$ cat src/rtl/if_fetch_unit_if.sv
// Instruction-memory request/response bus between the fetch unit and imem.
// The fetch unit is the master: it raises a request with an address and waits for ready.
interface if_fetch_unit_if;
   logic        Imem_Req;
   logic [31:0] Imem_Addr;
   logic        Imem_Ready;
   logic [31:0] Imem_Data;

   modport master (
      output Imem_Req,
      output Imem_Addr,
      input  Imem_Ready,
      input  Imem_Data
   );

   modport slave (
      input  Imem_Req,
      input  Imem_Addr,
      output Imem_Ready,
      output Imem_Data
   );
endinterface

$ cat src/rtl/if_fetch_unit.sv
// IF stage: fetches one instruction at a time from imem, holds it for IF/ID,
// and handles branch/jump redirects, including draining an in-flight request.
module if_fetch_unit (
   input  logic                  clk,
   input  logic                  rst,
   input  logic                  Pc_Write,
   input  logic                  Branch_Taken,
   input  logic [31:0]           Branch_Target,
   input  logic                  Jump,
   input  logic [25:0]           Jump_Index,
   input  logic [31:0]           Id_add0_in,
   if_fetch_unit_if.master       imem,
   output logic [31:0]           If_add0_out,
   output logic [31:0]           If_Instruction_out,
   output logic                  If_Valid,
   output logic                  If_Id_Write_out,
   output logic                  If_Id_Flush_out
);

   typedef enum logic [1:0] {
      FETCH = 2'd0,
      HOLD  = 2'd1,
      DRAIN = 2'd2
   } state_t;

   state_t      state, state_nxt;
   logic [31:0] pc, pc_nxt;
   logic [31:0] instr_buf, instr_nxt;
   logic [31:0] add0_buf, add0_nxt;
   logic [31:0] drain_addr, drain_nxt;
   logic        valid, valid_nxt;

   logic        redirect;
   logic [31:0] target;
   logic [31:0] pc_plus4;
   logic        unused_bits;

   assign redirect    = Branch_Taken | Jump;
   assign target      = Branch_Taken ? {Branch_Target[31:2], 2'b00}
                                     : {Id_add0_in[31:28], Jump_Index, 2'b00};
   assign pc_plus4    = pc + 32'd4;
   assign unused_bits = ^{Branch_Target[1:0], Id_add0_in[27:0]};

   // DRAIN keeps presenting the abandoned address, since pc already holds the new target
   assign imem.Imem_Req    = ~rst & (state != HOLD);
   assign imem.Imem_Addr   = (state == DRAIN) ? drain_addr : pc;
   assign If_add0_out        = add0_buf;
   assign If_Instruction_out = instr_buf;
   assign If_Valid           = valid;
   assign If_Id_Write_out    = valid & Pc_Write;
   assign If_Id_Flush_out    = ~rst & redirect;

   always_comb begin
      state_nxt = state;
      pc_nxt    = pc;
      instr_nxt = instr_buf;
      add0_nxt  = add0_buf;
      drain_nxt = drain_addr;
      valid_nxt = valid;
      case (state)
         FETCH: begin
            if (redirect) begin
               pc_nxt    = target;
               valid_nxt = 1'b0;
               if (imem.Imem_Ready) begin
                  state_nxt = FETCH;
               end else begin
                  state_nxt = DRAIN;
                  drain_nxt = pc;
               end
            end else if (imem.Imem_Ready) begin
               instr_nxt = imem.Imem_Data;
               add0_nxt  = pc_plus4;
               valid_nxt = 1'b1;
               state_nxt = HOLD;
            end
         end
         HOLD: begin
            if (redirect) begin
               pc_nxt    = target;
               valid_nxt = 1'b0;
               state_nxt = FETCH;
            end else if (Pc_Write) begin
               pc_nxt    = pc_plus4;
               valid_nxt = 1'b0;
               state_nxt = FETCH;
            end
         end
         DRAIN: begin
            // The returning word belongs to the squashed path and is dropped
            if (redirect) begin
               pc_nxt = target;
            end
            if (imem.Imem_Ready) begin
               state_nxt = FETCH;
            end
         end
         default: begin
            state_nxt = FETCH;
         end
      endcase
   end

   always_ff @(posedge clk) begin
      if (rst) begin
         state      <= FETCH;
         pc         <= 32'd0;
         instr_buf  <= 32'd0;
         add0_buf   <= 32'd0;
         drain_addr <= 32'd0;
         valid      <= 1'b0;
      end else begin
         state      <= state_nxt;
         pc         <= pc_nxt;
         instr_buf  <= instr_nxt;
         add0_buf   <= add0_nxt;
         drain_addr <= drain_nxt;
         valid      <= valid_nxt;
      end
   end

endmodule

$ cat src/flat_wrapper.sv
// flat-port wrapper written by rule: the top's interface ports become plain ports
module if_fetch_unit_flat 
  (clk, rst, Pc_Write, Branch_Taken, Branch_Target, Jump, Jump_Index, Id_add0_in, If_add0_out, If_Instruction_out, If_Valid, If_Id_Write_out, If_Id_Flush_out, imem_Imem_Req, imem_Imem_Addr, imem_Imem_Ready, imem_Imem_Data);
  if_fetch_unit_if imem_i ();
  input  logic clk;
  input  logic rst;
  input  logic Pc_Write;
  input  logic Branch_Taken;
  input  logic [31:0] Branch_Target;
  input  logic Jump;
  input  logic [25:0] Jump_Index;
  input  logic [31:0] Id_add0_in;
  output logic [31:0] If_add0_out;
  output logic [31:0] If_Instruction_out;
  output logic If_Valid;
  output logic If_Id_Write_out;
  output logic If_Id_Flush_out;
  output wire logic [$bits(imem_i.Imem_Req)-1:0] imem_Imem_Req;
  output wire logic [$bits(imem_i.Imem_Addr)-1:0] imem_Imem_Addr;
  input wire logic [$bits(imem_i.Imem_Ready)-1:0] imem_Imem_Ready;
  input wire logic [$bits(imem_i.Imem_Data)-1:0] imem_Imem_Data;
  assign imem_Imem_Req = imem_i.Imem_Req;
  assign imem_Imem_Addr = imem_i.Imem_Addr;
  assign imem_i.Imem_Ready = imem_Imem_Ready;
  assign imem_i.Imem_Data = imem_Imem_Data;
  if_fetch_unit u_core (.clk(clk), .rst(rst), .Pc_Write(Pc_Write), .Branch_Taken(Branch_Taken), .Branch_Target(Branch_Target), .Jump(Jump), .Jump_Index(Jump_Index), .Id_add0_in(Id_add0_in), .imem(imem_i), .If_add0_out(If_add0_out), .If_Instruction_out(If_Instruction_out), .If_Valid(If_Valid), .If_Id_Write_out(If_Id_Write_out), .If_Id_Flush_out(If_Id_Flush_out));
endmodule
$ cat config.mk
export PLATFORM = sky130hd
export DESIGN_NAME = if_fetch_unit_flat
export DESIGN_NICKNAME = d
export VERILOG_FILES = /design/src/rtl/if_fetch_unit_if.sv /design/src/rtl/if_fetch_unit.sv /design/src/flat_wrapper.sv
export SDC_FILE = /design/constraint.sdc
export NUM_CORES = 1
export LEC_CHECK = 0
export ABC_AREA = 1
export CORE_ASPECT_RATIO = 0.5
export CORE_UTILIZATION = 41
export DETAILED_ROUTE_END_ITERATION = 10
export PLACE_DENSITY_LB_ADDON = 0.05
export SLEW_MARGIN = 20
export SYNTH_ARGS = -nofsm -noshare
export SYNTH_HDL_FRONTEND = slang
export SYNTH_SLANG_ARGS = --single-unit
$ cat constraint.sdc
create_clock -name clk -period 1.6 [get_ports clk]
set_clock_uncertainty 0.1 [all_clocks]
set_input_delay 0.32 -clock clk [delete_from_list [all_inputs] [get_ports clk]]
set_output_delay 0.32 -clock clk [all_outputs]
set_load 0.005 [all_outputs]
# Word-level counts from Yosys, hierarchy flattened
# Index checks and enable logic that the tools add are counted.
# totals
reg_bits	131
wordCells	48
output_inout_bits	100
input_bits	128
# classes
reduce_logical	9
eq_ne	7
n_mux	18
addsub	1
bitwise_logic	7
# op_table
cell	count
2-to-1 mux 32 bit	5
case mux 32 bit (2 select lines)	1
adder 32 x 3 -> 32 bit (second input constant)	1
AND reduction 3 bit	5
2-to-1 mux 2 bit	6
!= test 3 x 2 -> 1 bit (second input constant)	2
case mux 2 bit (3 select lines)	1
2-to-1 mux 1 bit	4
!= test 2 x 1 -> 1 bit (second input constant)	2
nonzero test 2 bit	2
AND 1 bit	3
NOT 1 bit	3
== test 2 x 1 -> 1 bit (second input constant)	1
== test 2 bit (second input constant)	1
logical NOT 2 bit	1
!= test 2 bit (second input constant)	1
case mux 1 bit (2 select lines)	1
OR reduction 2 bit	1
OR 1 bit	1

# Longest topological paths before layout
# logic_depth
depth_word	4
mapped_depth	10

# Least setup slack after synthesis
# Ideal clock, no wire load.
# synth_timing
kind	reg-to-reg
startpoint	reg u_core.pc[3]
endpoint	reg u_core.add0_buf[20], in the netlist u_core.If_add0_out[20]
t_required_ps	1386
path_stages_with_launch	9
setup_slack_ps	28
setup_ps	114
period_less_slack_ps	1572
arrival_ps	1358
cell_sequence	dfxtp_1 -> ha_1 -> nand2_1 -> nor2_1 -> nand3b_1 -> o21ai_0 -> nand2_1 -> o21bai_1 -> inv_1
# synth_between
elab_chain_len	1
# synth_lines
item	line_no	source
start, declared	if_fetch_unit.sv:27	logic [31:0] pc, pc_nxt;
start signal, assigned	if_fetch_unit.sv:114	pc <= pc_nxt;
adder 32 x 3 -> 32 bit	if_fetch_unit.sv:41	assign pc_plus4 = pc + 32'd4;
end signal, assigned	if_fetch_unit.sv:116	add0_buf <= add0_nxt;
end, declared	if_fetch_unit.sv:29	logic [31:0] add0_buf, add0_nxt;
# No other way between the ends.
# A chain may end at the register's enable or synchronous reset.

# Worst setup path in the final report
# layout_timing
startpoint	reg u_core.state[1]
endpoint	out imem_Imem_Addr[9]
# layout_between
elab_chain_len	2
# layout_lines
item	line_no	source
start, declared	if_fetch_unit.sv:26	state_t state, state_nxt;
start signal, assigned	if_fetch_unit.sv:113	state <= state_nxt;
== test 2 bit	if_fetch_unit.sv:46	assign imem.Imem_Addr = (state == DRAIN) ? drain_addr : pc;
2-to-1 mux 32 bit	if_fetch_unit.sv:46	
end, declared	flat_wrapper.sv:19	output wire logic [$bits(imem_i.Imem_Addr)-1:0] imem_Imem_Addr;
# No other way between the ends.

==> impl.org <==
** Placement
- In this run the tool buffered the top-level ports with 193 buffer cells.
- Placement-stage worst setup slack :: -402 ps
- RePlAce Congestion :: a little over 0.9
- Placement Cell Area :: approximately 0.009 sq mm
- DPL Wire Length :: 15700 microns

** Detailed routing
- Summing over every cut layer, the via total after detailed routing is 8211.
- For this run, the detailed router's first-pass iteration total came to 6.
- After detailed routing, the average wire length per cell comes to a little under 20 microns.
- Final wirelength :: about 30000 microns
- Number of DRC markers in iteration 0 :: 799
- Using the TritonRoute via totals, the vias-per-cell ratio works out to between 5 and 6.
- In the routed design, unresolved DRC markers number 0.
- Antenna Nets Post-Route :: 0

** Clock network
- After clock tree synthesis, the clock-pin slew on the worst setup and hold paths is around 60 ps.
- CTS Sinks :: 125
- Buffers inserted during clock tree synthesis total 17.
- Maximum buffer depth of the clock tree :: 2
- TritonCTS built the clock tree.
- After clock tree synthesis, the flow added hold-fix buffers numbering 0.
- Root Driver :: sky130_fd_sc_hd__clkbuf_16
- CTS H-Tree Depth :: 4
- Clk Latency, worst-skew pair :: 420 ps

** Synthesis
- The biggest area contributor in the post-synthesis netlist is sky130_fd_sc_hd__dfxtp_1.
- Total of flip-flops plus latches after synthesis :: 125
- Proportion of synthesized area in mux cells :: 0
- Share of synthesized area occupied by flip-flops and latches :: 0.396
- Share of flip-flops with an asynchronous set or reset after synthesis :: 0
- By area, the combinational part of the netlist is dominated by simple AND/OR/NAND/NOR gates.
- Post-synthesis instance total :: between 900 and 1000
- Of the total synthesized cell area, the portion taken by AND, OR, NAND and NOR gates is 0.255.
- During synthesis, Yosys emitted a total of 0 warnings.
- Synth Area in XOR/XNOR :: 0.0180
- After synthesis, the cell types taking the most area are sky130_fd_sc_hd__dfxtp_1 40%, sky130_fd_sc_hd__nand2_1 14%, sky130_fd_sc_hd__o21ai_0 12%.
- In the synthesized netlist, the cells that appear most often are 239 x sky130_fd_sc_hd__nand2_1, 146 x sky130_fd_sc_hd__o21ai_0, 128 x sky130_fd_sc_hd__nor2_1, 125 x sky130_fd_sc_hd__dfxtp_1, 90 x sky130_fd_sc_hd__inv_1.
- The synthesized netlist occupies a cell area of ~0.0063 sq mm.
- Yosys mapped a number of flops with a built-in enable equal to 0.
- The share of synthesized area in the top cell type comes to 0.396.
- Mean area per synthesized cell :: 6.50 sq um
- The area fraction in compound gates after synthesis is 0.227.
- Of the total synthesized cell area, the portion taken by full adders, half adders and majority gates is 0.00198.
- Among all cell types in the netlist, the one instantiated most often is sky130_fd_sc_hd__nand2_1.
- After synthesis, the netlist uses 31 different library cells.
- Most common flop cell mapped by yosys :: sky130_fd_sc_hd__dfxtp_1

** STA
- Maximum clock frequency :: between 0.4 and 0.5 GHz
- Setup repair after global routing missed its margin :: true
- Number of failing hold endpoints at the final stage :: 0
- Setup violations remaining at the end of the flow were counted as 80.
- Setup total negative slack on the finished layout was measured at -13590 ps.
- Clock period minus worst slack :: around 2000 ps
- Final slew viol count :: 0
- Once routing completed, OpenROAD measured the worst setup slack at -409 ps.
- Hold is met by 349 ps.
- Final worst path period share :: 1.26

** Worst setup path
- Slowest-stage cell, CP :: sky130_fd_sc_hd__dfxtp_2
- Sort of element at the start of the critical path :: flop
- Critical Path Most Common Cell :: sky130_fd_sc_hd__buf_6
- The critical path starts at u_core.state[1]$_SDFFE_PP0P_.
- Required time at the worst-slack endpoint :: approximately 1200 ps
- The worst setup path is captured at an output pin.
- The signal on the critical path passes through inv_2, nor2_4, buf_6, buf_6, buf_12, nand2_2, o21ai_1, buf_2.
- Start of the worst register-to-register path :: u_core.pc[2]$_SDFFE_PP0P_
- Worst Reg2Reg Path Length in Cells :: 11
- R2R Setup Slk :: -210 ps
- Highest cell delay on the worst timing path :: 330 ps
- Critical-path maximum fanout :: 8
- Terminus of the critical flop-to-flop path :: u_core.If_add0_out[29]$_SDFFE_PP0P_
- For the worst setup path, the data arrival time is ~1600 ps.
- Class of the most critical setup path :: reg2out

** Global routing
- Via count of the first global-routing pass :: approximately 7300
- Wire length of the first global-routing pass :: roughly 39000 microns
- Number of antenna violations at the first check in global routing :: 1
- Total grt overflow :: 0
- Across every metal layer, demand over resource in global routing totals 0.322.
- Entering global routing, the biggest net connects 58 pins.

** Floorplanning
- Overall die width :: approximately 180 microns
- The floorplan has 31 rows.
- The core region is around 0.015 sq mm.
- The floorplan step defined a die boundary enclosing 0.0159 sq mm.
- Measured along the y axis, the die boundary spans 89.8 microns.
- The initial utilization of the core area, before any placement, comes to 0.428.
- Count of boundary I/O pins :: between 200 and 250

** Power and ir drop
- Standby leakage power :: approximately 5.6 nW
- Power density relative to cell area :: around 830 mW/mm^2
- Peak supply drop :: just under 0.0007 V

** Worst hold path
- The tightest min-delay check is of the reg2reg type.
- Counting instances, the worst hold path has a depth of 2.
- The worst hold path begins at u_core.drain_addr[4]$_SDFFE_PP0P_.
- For hold timing, the worst endpoint is u_core.drain_addr[4]$_SDFFE_PP0P_.

** Flow run
- Across the run, the number of max-cap violations was 0.

** Status
- Violated checks :: setup timing
- The run finished, with violations left.

** Final layout
- Number of antenna repair diodes :: 0
- Fill cells :: 891
- Cell area after layout :: 0.0123 sq mm
- Layout area overhead :: 95.1%
- Final layout net count :: 1428
- In the final layout, the share of cells above drive strength 1 is 0.432.
what timing repair did:
item,in CTS,in global routing
gates cloned,17,13
gates resized for setup,446,357
pin swaps,60,127
setup endpoints to repair,137,148
setup buffers,23,24
layer usage:
layer / part of all wire / routed length [microns] / up-vias / GRT usage
met4: 0.027 / 789 / 2 / 0.0648
li1: - / - / 3784 / -
met2: 0.46 / 13500 / 460 / 0.498
met3: 0.11 / 3110 / 92 / 0.0914
met1: 0.41 / 12100 / 3873 / 0.444
met5: 0.00044 / 13 / - / 0
cells by family (layout without fill, tap and decap cells):
logic type      Yosys count  after routing
buf+inv                 155            493
compound gates          271            271
flops                   125            125
fa+ha+maj                 1              1
simple gates            405            405
xor+xnor                 13             13
other cells               1              4
how the worst max path moves through the flow:
stage	slack, ps	endpoint
after CTS	-390	imem_Imem_Addr[13]
after global placement	-390	If_Id_Flush_out
final	-410	imem_Imem_Addr[9]
after floorplan	30	u_core.If_add0_out[20]$_SDFFE_PP0P_
after detailed placement	-400	If_Id_Flush_out
after global routing	-470	imem_Imem_Addr[9]
stage by stage:
| stage | instances | total power [mW] | util |
|---|---|---|---|
| 6_report | 1510 | 10.2 | 0.836 |
| 5_1_grt | 1510 | 10.5 | 0.836 |
| 3_5_place_dp | 1410 | 5.26 | 0.622 |
| 4_1_cts | 1481 | 9.61 | 0.736 |
| 3_3_place_gp | 1410 | 5.23 | 0.622 |
| 2_1_floorplan | 974 | 4.20 | - |
power breakdown:
group	switching (mW)	internal, mW	total, mW
Combinational	1.24	1.28	2.52
Sequential	0.199	3.34	3.54
Clock	1.71	2.41	4.12
Total	3.15	7.03	10.2
worst max-delay path, delay by kind of cell, from the launching register on:
family,cells,cell delay [ps]
AOI/OAI and AO/OA,1,80
buffers and inverters,5,600
DFF,1,330
and+or+nand+nor,2,160
flip-flops by register name, summed over array words and instances (netlist names):
name,cells
u_core.pc,30
u_core.If_Valid,1
u_core.state,2
u_core.drain_addr,30
u_core.If_Instruction_out,32
u_core.If_add0_out,30
area by class of cell:
cell class / instances / area [sq um] / share of cell area
inverter: 95 / 393 / 0.0319
multi-input combinational: 694 / 4580 / 0.372
timing repair buffer: 365 / 3900 / 0.316
tap: 198 / 248 / 0.0201
sequential: 125 / 2580 / 0.210
clock inverter: 14 / 174 / 0.0141
timing repair inverter: 1 / 8.76 / 0.000711
clock buffer: 18 / 439 / 0.0356
cell usage in the layout (no fill, tap or decap), drive strengths merged:
master,synthesis,layout
o21bai,19,19
nand3b,2,2
conb,1,4
bufinv,0,2
nor2,137,137
a31oi,2,2
ha,1,1
clkdlybuf4s50,0,94
xnor2,1,1
dlymetal6s2s,0,2
o21ai,151,151
clkinvlp,0,2
a21oi,87,87
dlygate4sd2,0,65
inv,95,101
a211oi,1,1
o211ai,5,5
nand4,1,1
dfxtp,125,125
buf,23,194
o21a,6,6
clkinv,0,5
or2,2,2
nand3,19,19
clkbuf,37,28
nand2,244,244
xor2,12,12
Power figures use the tool's default switching activity.
